<file path="src/rtl/frame_swap_ctrl.sv">
// frame_swap_ctrl: double-buffer swap sequencer that flips the front buffer on vsync once the back frame is rendered
module frame_swap_ctrl #(
    parameter int SETTLE_CYCLES = 4,
    parameter int CNT_W = 16
) (
    input  logic             clk_sys,
    input  logic             srst,
    input  logic             en,
    input  logic             vsync_async,
    input  logic             render_done,
    output logic             front_sel,
    output logic             swap_tick,
    output logic             render_start,
    output logic [CNT_W-1:0] frame_cnt,
    output logic [CNT_W-1:0] miss_cnt,
    output logic             proto_err
);
    typedef enum logic [2:0] {IDLE, RENDER, WAIT_VBL, SWAP, SETTLE} state_t;
    state_t r_state, w_next;
    logic r_s1, r_s2, r_s3, r_vld, r_arm;
    logic [7:0] r_settle;
    logic w_vs_rise, w_start, w_miss;

    assign w_vs_rise = r_s2 & ~r_s3 & r_arm;

    // Synchronize vsync; edges count only after vsync has been observed low since reset
    always_ff @(posedge clk_sys or posedge srst) begin
        if (srst) begin
            r_s1 <= 1'b0;
            r_s2 <= 1'b0;
            r_s3 <= 1'b0;
            r_vld <= 1'b0;
            r_arm <= 1'b0;
        end else begin
            r_s1 <= vsync_async;
            r_s2 <= r_s1;
            r_s3 <= r_s2;
            r_vld <= 1'b1;
            r_arm <= r_arm | (r_vld & ~r_s1);
        end
    end

    // State register
    always_ff @(posedge clk_sys or posedge srst) begin
        if (srst) r_state <= IDLE;
        else r_state <= w_next;
    end

    // Next-state logic plus render-start and missed-frame decisions
    always_comb begin
        w_next = r_state;
        w_start = 1'b0;
        w_miss = 1'b0;
        case (r_state)
            IDLE: begin
                w_next = en ? RENDER : IDLE;
                w_start = en;
            end
            RENDER: begin
                w_next = render_done ? (w_vs_rise ? SWAP : WAIT_VBL) : RENDER;
                w_miss = w_vs_rise & ~render_done;
            end
            WAIT_VBL: w_next = w_vs_rise ? SWAP : WAIT_VBL;
            SWAP: w_next = SETTLE;
            SETTLE: begin
                w_next = (r_settle != 8'd0) ? SETTLE : (en ? RENDER : IDLE);
                w_start = (r_settle == 8'd0) & en;
            end
            default: w_next = IDLE;
        endcase
    end

    // Registered pulses, buffer select, counters, sticky error and settle timer
    always_ff @(posedge clk_sys or posedge srst) begin
        if (srst) begin
            front_sel <= 1'b0;
            swap_tick <= 1'b0;
            render_start <= 1'b0;
            frame_cnt <= '0;
            miss_cnt <= '0;
            proto_err <= 1'b0;
            r_settle <= 8'd0;
        end else begin
            swap_tick <= (w_next == SWAP);
            render_start <= w_start;
            if (w_next == SWAP) begin
                front_sel <= ~front_sel;
                frame_cnt <= frame_cnt + 1'b1;
            end
            if (w_miss && miss_cnt != '1) miss_cnt <= miss_cnt + 1'b1;
            if (render_done && r_state != RENDER) proto_err <= 1'b1;
            if (r_state == SWAP) r_settle <= 8'(SETTLE_CYCLES - 1);
            else if (r_state == SETTLE && r_settle != 8'd0) r_settle <= r_settle - 8'd1;
        end
    end
endmodule

</file>
<file path="config.mk">
export PLATFORM = sky130hd
export DESIGN_NAME = frame_swap_ctrl
export DESIGN_NICKNAME = d
export VERILOG_FILES = /design/src/rtl/frame_swap_ctrl.sv
export SDC_FILE = /design/constraint.sdc
export NUM_CORES = 1
export LEC_CHECK = 0
export ABC_CLOCK_PERIOD_IN_PS = 2150
export CAP_MARGIN = 10
export CORE_MARGIN = 5
export CORE_UTILIZATION = 52
export DETAILED_ROUTE_END_ITERATION = 6
export PLACE_DENSITY = 0.79
export SKIP_LAST_GASP = 1
export SLEW_MARGIN = 20
export SYNTH_ARGS = -nofsm -noshare
export SYNTH_HDL_FRONTEND = slang
export SYNTH_SLANG_ARGS = --single-unit
</file>
<file path="constraint.sdc">
create_clock -name clk_sys -period 2.15 [get_ports clk_sys]
set_input_delay 0.43 -clock clk_sys [delete_from_list [all_inputs] [get_ports clk_sys]]
set_output_delay 0.43 -clock clk_sys [all_outputs]
set_load 0.005 [all_outputs]
</file>
### Word level (Yosys, flattened, before mapping)

Index checks and enable logic that the tools add are counted.

* bits in registers: 52
* output and inout port bits: 36
* word-level logic and storage cells: 49

* bitwise logic cells: 10
* $add $sub $neg: 3
* muxes and demuxes: 9
* reductions and logical operators: 7
* equal/unequal tests: 7

Operators with widths (count)
* 16-bit by 1-bit adder with 16-bit output, second input constant: 2
* 8-bit 2-to-1 mux: 2
* 16-bit != test, second input constant: 1
* 3-bit one-hot mux with 5 select lines: 1
* 3-bit by 2-bit == test with 1-bit output, second input constant: 3
* 8-bit zero test: 1
* 8-bit nonzero test: 1
* 8-bit by 1-bit subtractor with 8-bit output, second input constant: 1
* 3-bit 2-to-1 mux: 2
* 1-bit bitwise AND: 5
* 1-bit NOT: 4
* 3-bit by 1-bit == test with 1-bit output, second input constant: 1
* 3-bit == test, second input constant: 1
* 1-bit logical AND: 3
* 3-bit zero test: 1
* 1-bit 2-to-1 mux: 3
* 3-bit by 1-bit != test with 1-bit output, second input constant: 1
* 1-bit one-hot mux with 2 select lines: 1
* 2-bit nonzero test: 1
* 1-bit OR: 1

### Longest topological paths before layout

Gate-level depths: netlist of the first run.

* depth in word-level cells: 7
* gate-level depth with buffers: 6

### Least setup slack after synthesis of the first run

Ideal clock, no wire load.

* path type: flip-flop to flip-flop
* start: register r_state[2]
* end: register miss_cnt[11]
* stages on the path, launching flop included: 7
* period minus slack after synthesis: 1777 ps
* arrival time: 1697 ps
* slack: 373 ps
* data required time: 2071 ps
* buffers on the path: 2
* cells stage by stage: dfrtp_1 nand4bb_4 or3_1 buf_2 buf_6 nor4_1 xor2_1

* longest elaborated chain between the ends: 3

RTL lines
* start: declaration: RTL line 19 `state_t r_state, w_next;`
* start signal: assignment: RTL line 46 `else r_state <= w_next;`
* 3-bit by 1-bit == test with 1-bit output: RTL line 54 `case (r_state)`
* 1-bit 2-to-1 mux: RTL line 54
* 1-bit logical AND: RTL line 90 `if (w_miss && miss_cnt != '1) miss_cnt <= miss_cnt + 1'b1;`
* end signal: assignment: RTL line 90
* end: declaration: RTL line 15 `output logic [CNT_W-1:0] miss_cnt,`

Every way passes these cells.
A chain may end at the register's enable or synchronous reset.

### Worst setup path after layout of the first run

* start: register r_settle[0]
* end: register r_settle[0]

* longest elaborated chain between the ends: 3
* elaborated cells between the ends (all ways): 6
* those cells by class: 1 x add/sub; 2 x mux; 3 x reduce/logical

RTL lines
* start: declaration: RTL line 21 `logic [7:0] r_settle;`
* start signal: assignment: RTL line 92 `if (r_state == SWAP) r_settle <= 8'(SETTLE_CYCLES - 1);`
* start signal: assignment: RTL line 93 `else if (r_state == SETTLE && r_settle != 8'd0) r_settle <= r_settle - 8'd1;`
* 8-bit by 1-bit subtractor with 8-bit output / 8-bit nonzero test (equally long branches): RTL line 93
* 8-bit 2-to-1 mux / 1-bit logical AND (equally long branches): RTL line 93
* 8-bit 2-to-1 mux / 2-bit nonzero test (equally long branches)

Several ways; a longest one is shown, not always the timed one. The select of a mux whose other input is x is not followed.

==> metrics.txt, run 1 <==
# TYPE chip_impl_metric gauge
chip_impl_metric{name="slowest_delay",unit="ns"} 0.47
chip_impl_metric{name="post_cts.repair.setup_buffers",unit=""} 0
chip_impl_info{name="holdCritPathClass",value="reg -> reg"} 1
chip_impl_metric{name="final_nets",unit=""} 276
chip_impl_metric{name="cts_made_buffers",unit=""} 5
chip_impl_metric{name="core",unit="µm²"} 4380
chip_impl_info{name="timing.setup.critical_path_class",value="reg -> reg"} 1
chip_impl_metric{name="hold_violations",unit=""} 0
chip_impl_metric{name="floorplan.rows",unit=""} 24
chip_impl_metric{name="layout_worst_path_cycle_share",unit="%"} 88.5
chip_impl_metric{name="postSynthRegisterBits",unit=""} 52
chip_impl_metric{name="placedInstanceArea",unit="µm²"} 2930
chip_impl_metric{name="rr_worst_depth",unit=""} 6
chip_impl_metric{name="ant_nets",unit=""} 0
chip_impl_metric{name="design.portCount",unit=""} 41
chip_impl_metric{name="synth-seq-area-share",unit="%"} 54.7
chip_impl_metric{name="area_fraction_in_compound_gates_after_synthesis",unit="%"} 4.79
chip_impl_metric{name="total_global_routing_overflow",unit=""} 0
chip_impl_metric{name="vdd_ir_drop_max",unit="µV"} 558
chip_impl_metric{name="firstDrtPassIters",unit=""} 4
chip_impl_metric{name="multi_input_comb_area",unit="µm²"} 1030
chip_impl_metric{name="area_growth_syn_to_layout",unit="%"} 27.3
chip_impl_metric{name="finalWeightedCongestion",unit=""} 0.776
chip_impl_info{name="startpoint",value="r_settle[0]$_DFFE_PP0N_"} 1
chip_impl_metric{name="synth_area_per_cell",unit="µm²"} 11.2
chip_impl_info{name="clock_tree.root_cell",value="clkbuf_8"} 1
chip_impl_info{name="timing.critical_path.cells",value="inv_1 -> ha_1 -> or3b_2 -> o21ai_1 -> xnor2_1 -> nand2_1"} 1
chip_impl_metric{name="layout.cell_area.non_filler",unit="µm²"} 3030
chip_impl_metric{name="crit_arrival",unit="ns"} 2.08
chip_impl_metric{name="h_tree_levels",unit=""} 2
chip_impl_metric{name="max_cap_viol_count",unit=""} 0
chip_impl_metric{name="seqCellArea",unit="µm²"} 1300
chip_impl_metric{name="vias_per_cell",unit=""} 5.51
chip_impl_metric{name="wire_length_of_the_first_global_routing_pass",unit="mm"} 8.14
chip_impl_metric{name="cts-resized-gates",unit=""} 0
chip_impl_info{name="critical_path.slowest_cell",value="or3b_2"} 1
chip_impl_metric{name="worst_skew_pair.late_latency",unit="ns"} 0.30
chip_impl_metric{name="period_minus_slack",unit="ns"} 1.90
chip_impl_metric{name="syn_nets",unit=""} 221
chip_impl_metric{name="ys_warn_count",unit=""} 0
chip_impl_info{name="synth_top_family_by_area",value="simple AND/OR/NAND/NOR gates"} 1
chip_impl_metric{name="total_of_fill_cells_in_the_finished_design",unit=""} 360
chip_impl_metric{name="reg2reg_slack",unit="ns"} 0.25
chip_impl_metric{name="syn_inst",unit=""} 213
chip_impl_metric{name="synth.cell_area",unit="µm²"} 2380
chip_impl_info{name="run_status",value="complete, no violations"} 1
chip_impl_metric{name="grt_pass1_vias",unit=""} 1710
chip_impl_metric{name="yosysUniqueCellTypes",unit=""} 38
chip_impl_info{name="grt_setup_unrepaired",value="no"} 1
chip_impl_metric{name="synth_edf_count",unit=""} 0
chip_impl_metric{name="timing.setup.tns",unit="ns"} 0
chip_impl_metric{name="grt_antenna_before_repair",unit=""} 0
chip_impl_metric{name="grt.total_usage",unit="%"} 16.3
chip_impl_metric{name="max_freq",unit="MHz"} 526
chip_impl_metric{name="finalClockSkew",unit="ns"} 0.00720
chip_impl_metric{name="drive_above_1_share",unit="%"} 9.33
chip_impl_metric{name="clock_sinks",unit=""} 52
chip_impl_metric{name="whs",unit="ns"} 0.394
chip_impl_metric{name="final_core_area_utilization",unit="%"} 69.0
chip_impl_metric{name="start_util",unit="%"} 54.2
chip_impl_metric{name="cellPowerDensity",unit="nW/µm²"} 884
chip_impl_metric{name="cts_hold_buf",unit=""} 0
chip_impl_metric{name="worstPathMaxFanout",unit=""} 6
chip_impl_metric{name="drv_slew",unit=""} 0
chip_impl_metric{name="place.detailed.hpwl",unit="mm"} 3.43
chip_impl_metric{name="drt_iter0_drc",unit=""} 80
chip_impl_info{name="end_kind",value="flop"} 1
chip_impl_metric{name="die_height",unit="µm"} 77.6
chip_impl_metric{name="synthAdderAreaFrac",unit="%"} 1.58
chip_impl_info{name="reg2reg_from",value="r_settle[0]$_DFFE_PP0N_"} 1
chip_impl_metric{name="synthSimpleGateAreaFrac",unit="%"} 22.8
chip_impl_metric{name="detailroute.via_count",unit=""} 1762
chip_impl_metric{name="static-leakage-power",unit="nW"} 1.30
chip_impl_metric{name="antenna_cells_inserted",unit=""} 0
chip_impl_info{name="timing.critical_path.to",value="r_settle[0]$_DFFE_PP0N_"} 1
chip_impl_metric{name="routed_wire_length_per_instance",unit="µm"} 14.4
chip_impl_metric{name="asr_flop_ratio_synth",unit="%"} 100
chip_impl_metric{name="required",unit="ns"} 2.33
chip_impl_info{name="synthFlopType",value="dfrtp_1"} 1
chip_impl_metric{name="fin_total_pwr",unit="mW"} 2.68
chip_impl_info{name="worstReg2RegEnd",value="r_settle[0]$_DFFE_PP0N_"} 1
chip_impl_metric{name="cts_buffer_depth",unit=""} 2
chip_impl_metric{name="die_w",unit="µm"} 77.6
chip_impl_metric{name="grt_start_max_net_pins",unit=""} 21
chip_impl_metric{name="remaining_drcs",unit=""} 0
chip_impl_info{name="tritoncts_clock_tree",value="built"} 1
chip_impl_metric{name="clkTransAtPathRegs",unit="ns"} 0.09
chip_impl_metric{name="synth-xor-area-share",unit="%"} 12.9
chip_impl_info{name="critical_path.startpoint_type",value="flop"} 1
chip_impl_metric{name="port_buffer_count",unit=""} 40
chip_impl_metric{name="drt_wl_total",unit="mm"} 4.60
chip_impl_metric{name="final-setup-viol-count",unit=""} 0
chip_impl_metric{name="die_area",unit="µm²"} 6020
chip_impl_metric{name="synth.area.mux_share",unit="%"} 0.947
## cell usage after synthesis, types with 2 or more instances
library cell  number  area (µm²)
xnor2_1            8        70.1
nor3b_1            3        22.5
or4_1              3        22.5
and3_1             5        31.3
nor2_1            15        56.3
nand2_1           16        60.1
nor4_1             5        31.3
ha_1               3        37.5
xor2_1            27         236
o211ai_1           3        22.5
nor4b_1            4        35.0
nand2b_1           2        12.5
or3b_2             2        17.5
nand4_1           10        62.6
o31ai_1            2        15.0
and4_1             3        26.3
inv_1              8        30.0
nand3_1            8        40.0
dfrtp_1           52        1300
nand3b_1           3        22.5
a21oi_1            4        20.0
nor3_1             8        40.0
o21ai_0            2        10.0
a21o_1             2        15.0
mux2_2             2        22.5
## logic make-up (layout without fill, tap and decap cells)
logic type,Yosys count,after routing
adders and majority gates,3,3
and+or+nand+nor,92,92
xor gates and xnor gates,35,35
other,1,1
AOI/OAI and AO/OA,17,17
buffers and inverters,11,66
DFF,52,52
muxes,2,2
## how the worst min path moves through the flow
stage                     end  slack (ns)           start  cells past startpoint
5_1_grt        r_s2$_DFF_PP0_        0.41  r_s1$_DFF_PP0_                      0
4_1_cts        r_s2$_DFF_PP0_        0.39  r_s1$_DFF_PP0_                      0
3_3_place_gp   r_s2$_DFF_PP0_        0.36  r_s1$_DFF_PP0_                      0
6_report       r_s2$_DFF_PP0_        0.39  r_s1$_DFF_PP0_                      0
3_5_place_dp   r_s2$_DFF_PP0_        0.37  r_s1$_DFF_PP0_                      0
2_1_floorplan  r_s2$_DFF_PP0_        0.35  r_s1$_DFF_PP0_                      0
## sequential cells by signal (all words and copies together) (netlist names)
name / cells
frame_cnt: 16
miss_cnt: 16
r_settle: 8
r_state: 3
front_sel: 1
proto_err: 1
r_arm: 1
r_s1: 1
r_s2: 1
r_s3: 1
r_vld: 1
render_start: 1
swap_tick: 1
## layer usage
| metal | global-route usage [%] | part of all wire [%] | vias to the layer above |
|---|---|---|---|
| met2 | 27.0 | 49 | 33 |
| met5 | 0 | 0 | - |
| li1 | - | - | 861 |
| met1 | 21.2 | 46 | 864 |
| met3 | 3.94 | 4.2 | 4 |
| met4 | 4.64 | 1.2 | 0 |
## layout by cell type, fill, tap and decap left out, types with 4 or more instances in the layout
master / n
xor2_1: 27
nand2_1: 16
nand4_1: 10
nor4b_1: 4
nor3_1: 8
and3_1: 5
nor4_1: 5
nand3_1: 8
dfrtp_1: 52
clkdlybuf4s50_1: 40
a21oi_1: 4
xnor2_1: 8
clkbuf_8: 7
buf_4: 9
nor2_1: 15
inv_1: 7
## through the flow
| stage | worst slack (ns) | std cells |
|---|---|---|
| 3_3_place_gp | 0.0450 | 313 |
| 6_report | 0.247 | 320 |
| 2_1_floorplan | 0.373 | 213 |
| 3_5_place_dp | 0.0126 | 313 |
| 5_1_grt | 0.116 | 320 |
| 4_1_cts | 0.238 | 320 |
## power by group
group	total (mW)	internal, mW	switching [mW]
combinational	0.741	0.421	0.320
sequential	1.35	1.15	0.197
clock	0.589	0.287	0.301
total	2.68	1.86	0.819
## critical path, delay by kind of cell (launching register included)
family / cells / cell delay (ns)
xor gates and xnor gates: 1 / 0.18
buffers and inverters: 1 / 0.09
adders and majority gates: 1 / 0.18
DFF: 1 / 0.38
and+or+nand+nor: 2 / 0.54
AOI/OAI and AO/OA: 1 / 0.42
## final cells by class
| cell class | count | share of cell area, % |
|---|---|---|
| clock buffers | 7 | 3.18 |
| inverters | 8 | 0.992 |
| multi-input cells | 150 | 33.9 |
| flip-flops and latches | 52 | 43.0 |
| well taps | 52 | 2.15 |
| repair buffers | 51 | 16.8 |
No activity file was read; power rests on OpenSTA's default activity.
==> inputs of run 2 (changes only) <==
--- a/config.mk
+++ b/config.mk
@@ -11,8 +11,10 @@
 export CORE_UTILIZATION = 52
 export DETAILED_ROUTE_END_ITERATION = 6
 export PLACE_DENSITY = 0.79
+export RECOVER_POWER = 50
 export SKIP_LAST_GASP = 1
 export SLEW_MARGIN = 20
 export SYNTH_ARGS = -nofsm -noshare
 export SYNTH_HDL_FRONTEND = slang
 export SYNTH_SLANG_ARGS = --single-unit
+export TNS_END_PERCENT = 10
==> run 2 against run 1 <==
Compared with the run above: register-to-register slack hardly changed; non-clock buffer count did not move; maximum frequency shrank 1.8%; worst setup slack got worse by 0.036 ns; sequential cell count unchanged; sequential share of layout area increased by 0.49 points; critical endpoint is now miss_cnt[1]$_DFFE_PP0P_.
==> metrics.txt, run 2 (synthesis results as in run 1) <==
# TYPE chip_impl_metric gauge
chip_impl_metric{name="seq_power_share",unit="%"} 50.8
chip_impl_info{name="timing.setup.critical_path_class",value="in -> reg"} 1
chip_impl_metric{name="fin_total_pwr",unit="mW"} 2.64
chip_impl_metric{name="h_tree_levels",unit=""} 2
chip_impl_metric{name="required",unit="ns"} 2.34
chip_impl_metric{name="p_sw_share",unit="%"} 30.8
chip_impl_metric{name="ant_nets",unit=""} 0
chip_impl_metric{name="static-leakage-power",unit="nW"} 1.29
chip_impl_metric{name="post_cts.repair.setup_buffers",unit=""} 0
chip_impl_metric{name="min_delay_path_depth",unit=""} 0
chip_impl_metric{name="cts-resized-gates",unit=""} 0
chip_impl_metric{name="floorplan.rows",unit=""} 24
chip_impl_info{name="grt_setup_unrepaired",value="no"} 1
chip_impl_metric{name="final_nets",unit=""} 276
chip_impl_metric{name="grt_antenna_before_repair",unit=""} 0
chip_impl_info{name="hold_end",value="r_s2$_DFF_PP0_"} 1
chip_impl_metric{name="timing.setup.tns",unit="ns"} 0
chip_impl_info{name="reg2reg_from",value="r_settle[0]$_DFFE_PP0N_"} 1
chip_impl_metric{name="max_cap_viol_count",unit=""} 0
chip_impl_info{name="mostFrequentLayoutCell",value="dfrtp_1"} 1
chip_impl_metric{name="total_global_routing_overflow",unit=""} 0
chip_impl_metric{name="combinationalPowerShare",unit="%"} 26.9
chip_impl_metric{name="p_sw",unit="µW"} 815
chip_impl_metric{name="grt.total_usage",unit="%"} 16.3
chip_impl_metric{name="use_met2",unit="%"} 27.0
chip_impl_metric{name="grt_pass1_vias",unit=""} 1710
chip_impl_metric{name="port_buffer_count",unit=""} 40
chip_impl_metric{name="place_ws",unit="ns"} 0.0126
chip_impl_metric{name="gr-usage-met1",unit="%"} 21.2
chip_impl_metric{name="grt_start_max_net_pins",unit=""} 21
chip_impl_metric{name="die_height",unit="µm"} 77.6
chip_impl_metric{name="vdd_ir_drop_max",unit="µV"} 555
chip_impl_metric{name="timing.max_slew.rel_slack",unit="%"} 48.0
chip_impl_metric{name="die_area",unit="µm²"} 6020
chip_impl_metric{name="final-setup-viol-count",unit=""} 0
chip_impl_metric{name="cellPowerDensity",unit="nW/µm²"} 883
chip_impl_metric{name="finalClockSkew",unit="ns"} 0.00733
chip_impl_metric{name="cts_hold_buf",unit=""} 0
chip_impl_info{name="clock_tree.root_cell",value="clkbuf_8"} 1
chip_impl_metric{name="die_w",unit="µm"} 77.6
chip_impl_metric{name="drt_iter0_drc",unit=""} 99
chip_impl_metric{name="antenna_cells_inserted",unit=""} 0
chip_impl_info{name="holdCritPathClass",value="reg -> reg"} 1
chip_impl_info{name="tritoncts_clock_tree",value="built"} 1
chip_impl_metric{name="drt_wl_total",unit="mm"} 4.60
chip_impl_metric{name="finalWeightedCongestion",unit=""} 0.776
chip_impl_metric{name="start_util",unit="%"} 54.2
chip_impl_metric{name="wire_length_of_the_first_global_routing_pass",unit="mm"} 8.14
chip_impl_info{name="worstReg2RegEnd",value="r_settle[0]$_DFFE_PP0N_"} 1
chip_impl_info{name="end_kind",value="flop"} 1
chip_impl_info{name="run_status",value="complete, no violations"} 1
chip_impl_info{name="critical_path.startpoint_type",value="primary input"} 1
chip_impl_metric{name="remaining_drcs",unit=""} 0
chip_impl_metric{name="grt_util_met3",unit="%"} 3.94
chip_impl_metric{name="vias_per_cell",unit=""} 5.54
chip_impl_metric{name="layout_worst_path_cycle_share",unit="%"} 90.2
chip_impl_metric{name="firstDrtPassIters",unit=""} 4
chip_impl_metric{name="drv_slew",unit=""} 0
chip_impl_metric{name="worst_skew_pair.late_latency",unit="ns"} 0.30
chip_impl_metric{name="worstPathMaxFanout",unit=""} 15
chip_impl_metric{name="cts_made_buffers",unit=""} 5
chip_impl_info{name="layout.cells.most_common_list",value="52 x dfrtp_1, 32 x clkdlybuf4s50_1, 27 x xor2_1, 16 x nand2_1, 15 x nor2_1"} 1
chip_impl_metric{name="detailroute.via_count",unit=""} 1773
chip_impl_metric{name="fin_ws",unit="ns"} 0.211
chip_impl_metric{name="period_minus_slack",unit="ns"} 1.94
chip_impl_info{name="grt_most_used_layer",value="met2"} 1
chip_impl_metric{name="max_freq",unit="MHz"} 516
chip_impl_metric{name="pwr-share-clk",unit="%"} 22.2
chip_impl_metric{name="cts_buffer_depth",unit=""} 2
chip_impl_metric{name="hold_violations",unit=""} 0
chip_impl_metric{name="cell_internal_pwr",unit="mW"} 1.83
chip_impl_metric{name="routed_wire_length_per_instance",unit="µm"} 14.4
chip_impl_metric{name="placedCellCount",unit=""} 313
chip_impl_metric{name="clkTransAtPathRegs",unit="ns"} 0.09
chip_impl_metric{name="rr_worst_depth",unit=""} 6
chip_impl_info{name="worstHoldStart",value="r_s1$_DFF_PP0_"} 1
chip_impl_metric{name="clock_sinks",unit=""} 52
chip_impl_metric{name="place.detailed.hpwl",unit="mm"} 3.43
chip_impl_metric{name="design.portCount",unit=""} 41
chip_impl_info{name="biggestRegsByFlops",value="frame_cnt: 16 flops, miss_cnt: 16 flops, r_settle: 8 flops"} 1
chip_impl_metric{name="reg2reg_slack",unit="ns"} 0.24
chip_impl_metric{name="layout.cells.non_filler",unit=""} 320
chip_impl_metric{name="area_growth_syn_to_layout",unit="%"} 25.9
chip_impl_metric{name="core",unit="µm²"} 4380
chip_impl_metric{name="transition_time_of_the_tightest_slew_check_pin",unit="ns"} 0.779
chip_impl_metric{name="crit_arrival",unit="ns"} 2.13
chip_impl_metric{name="drive_above_1_share",unit="%"} 7.09
==> run 2: layout make-up <==
class                   count  area (µm²)
fillers                   369        1390
flip-flops and latches     52        1300
multi-input cells         150        1030
repair buffers             51         474
clock buffers               7        96.3
well taps                  52        65.1
inverters                   8        30.0
==> run 2: metal layers <==
| layer | share of wire [%] | up-vias |
|---|---|---|
| met5 | 0 | - |
| met4 | 1.6 | 0 |
| met3 | 4.7 | 6 |
| met2 | 49 | 43 |
| met1 | 45 | 865 |
| li1 | - | 859 |
==> run 2: worst max-delay path, stage by stage <==
cell and delay, ns:
dlygate4sd3_1 0.58, or3_1 0.38, buf_4 0.19, nor2_1 0.19, mux2_2 0.35
==> run 2: worst max-delay path by stage <==
stage	from	endpoint	slack (ns)
floorplan	r_state[2]$_DFF_PP0_	miss_cnt[11]$_DFFE_PP0P_	0.37
global placement	render_done	miss_cnt[1]$_DFFE_PP0P_	0.05
detailed placement	render_done	miss_cnt[1]$_DFFE_PP0P_	0.01
CTS	r_settle[0]$_DFFE_PP0N_	r_settle[0]$_DFFE_PP0N_	0.24
global route	r_settle[0]$_DFFE_PP0N_	r_settle[0]$_DFFE_PP0N_	0.12
finish	render_done	miss_cnt[1]$_DFFE_PP0P_	0.21
==> run 2: stage by stage <==
step	instance area [µm²]	hold WS, ns	util [%]
after floorplan	2380	0.354	-
after global placement	2930	0.358	66.8
after detailed placement	2930	0.372	66.8
after CTS	3030	0.392	69.0
after global routing	2990	0.408	68.3
final	2990	0.393	68.3
==> run 2: power groups by stage <==
stage	registers [mW]	clock network, mW	logic (mW)
after floorplan	1.34	0	0.407
after global placement	1.35	0	0.725
after detailed placement	1.37	0	0.754
after CTS	1.35	0.606	0.757
after global routing	1.38	0.649	0.802
final	1.34	0.588	0.712
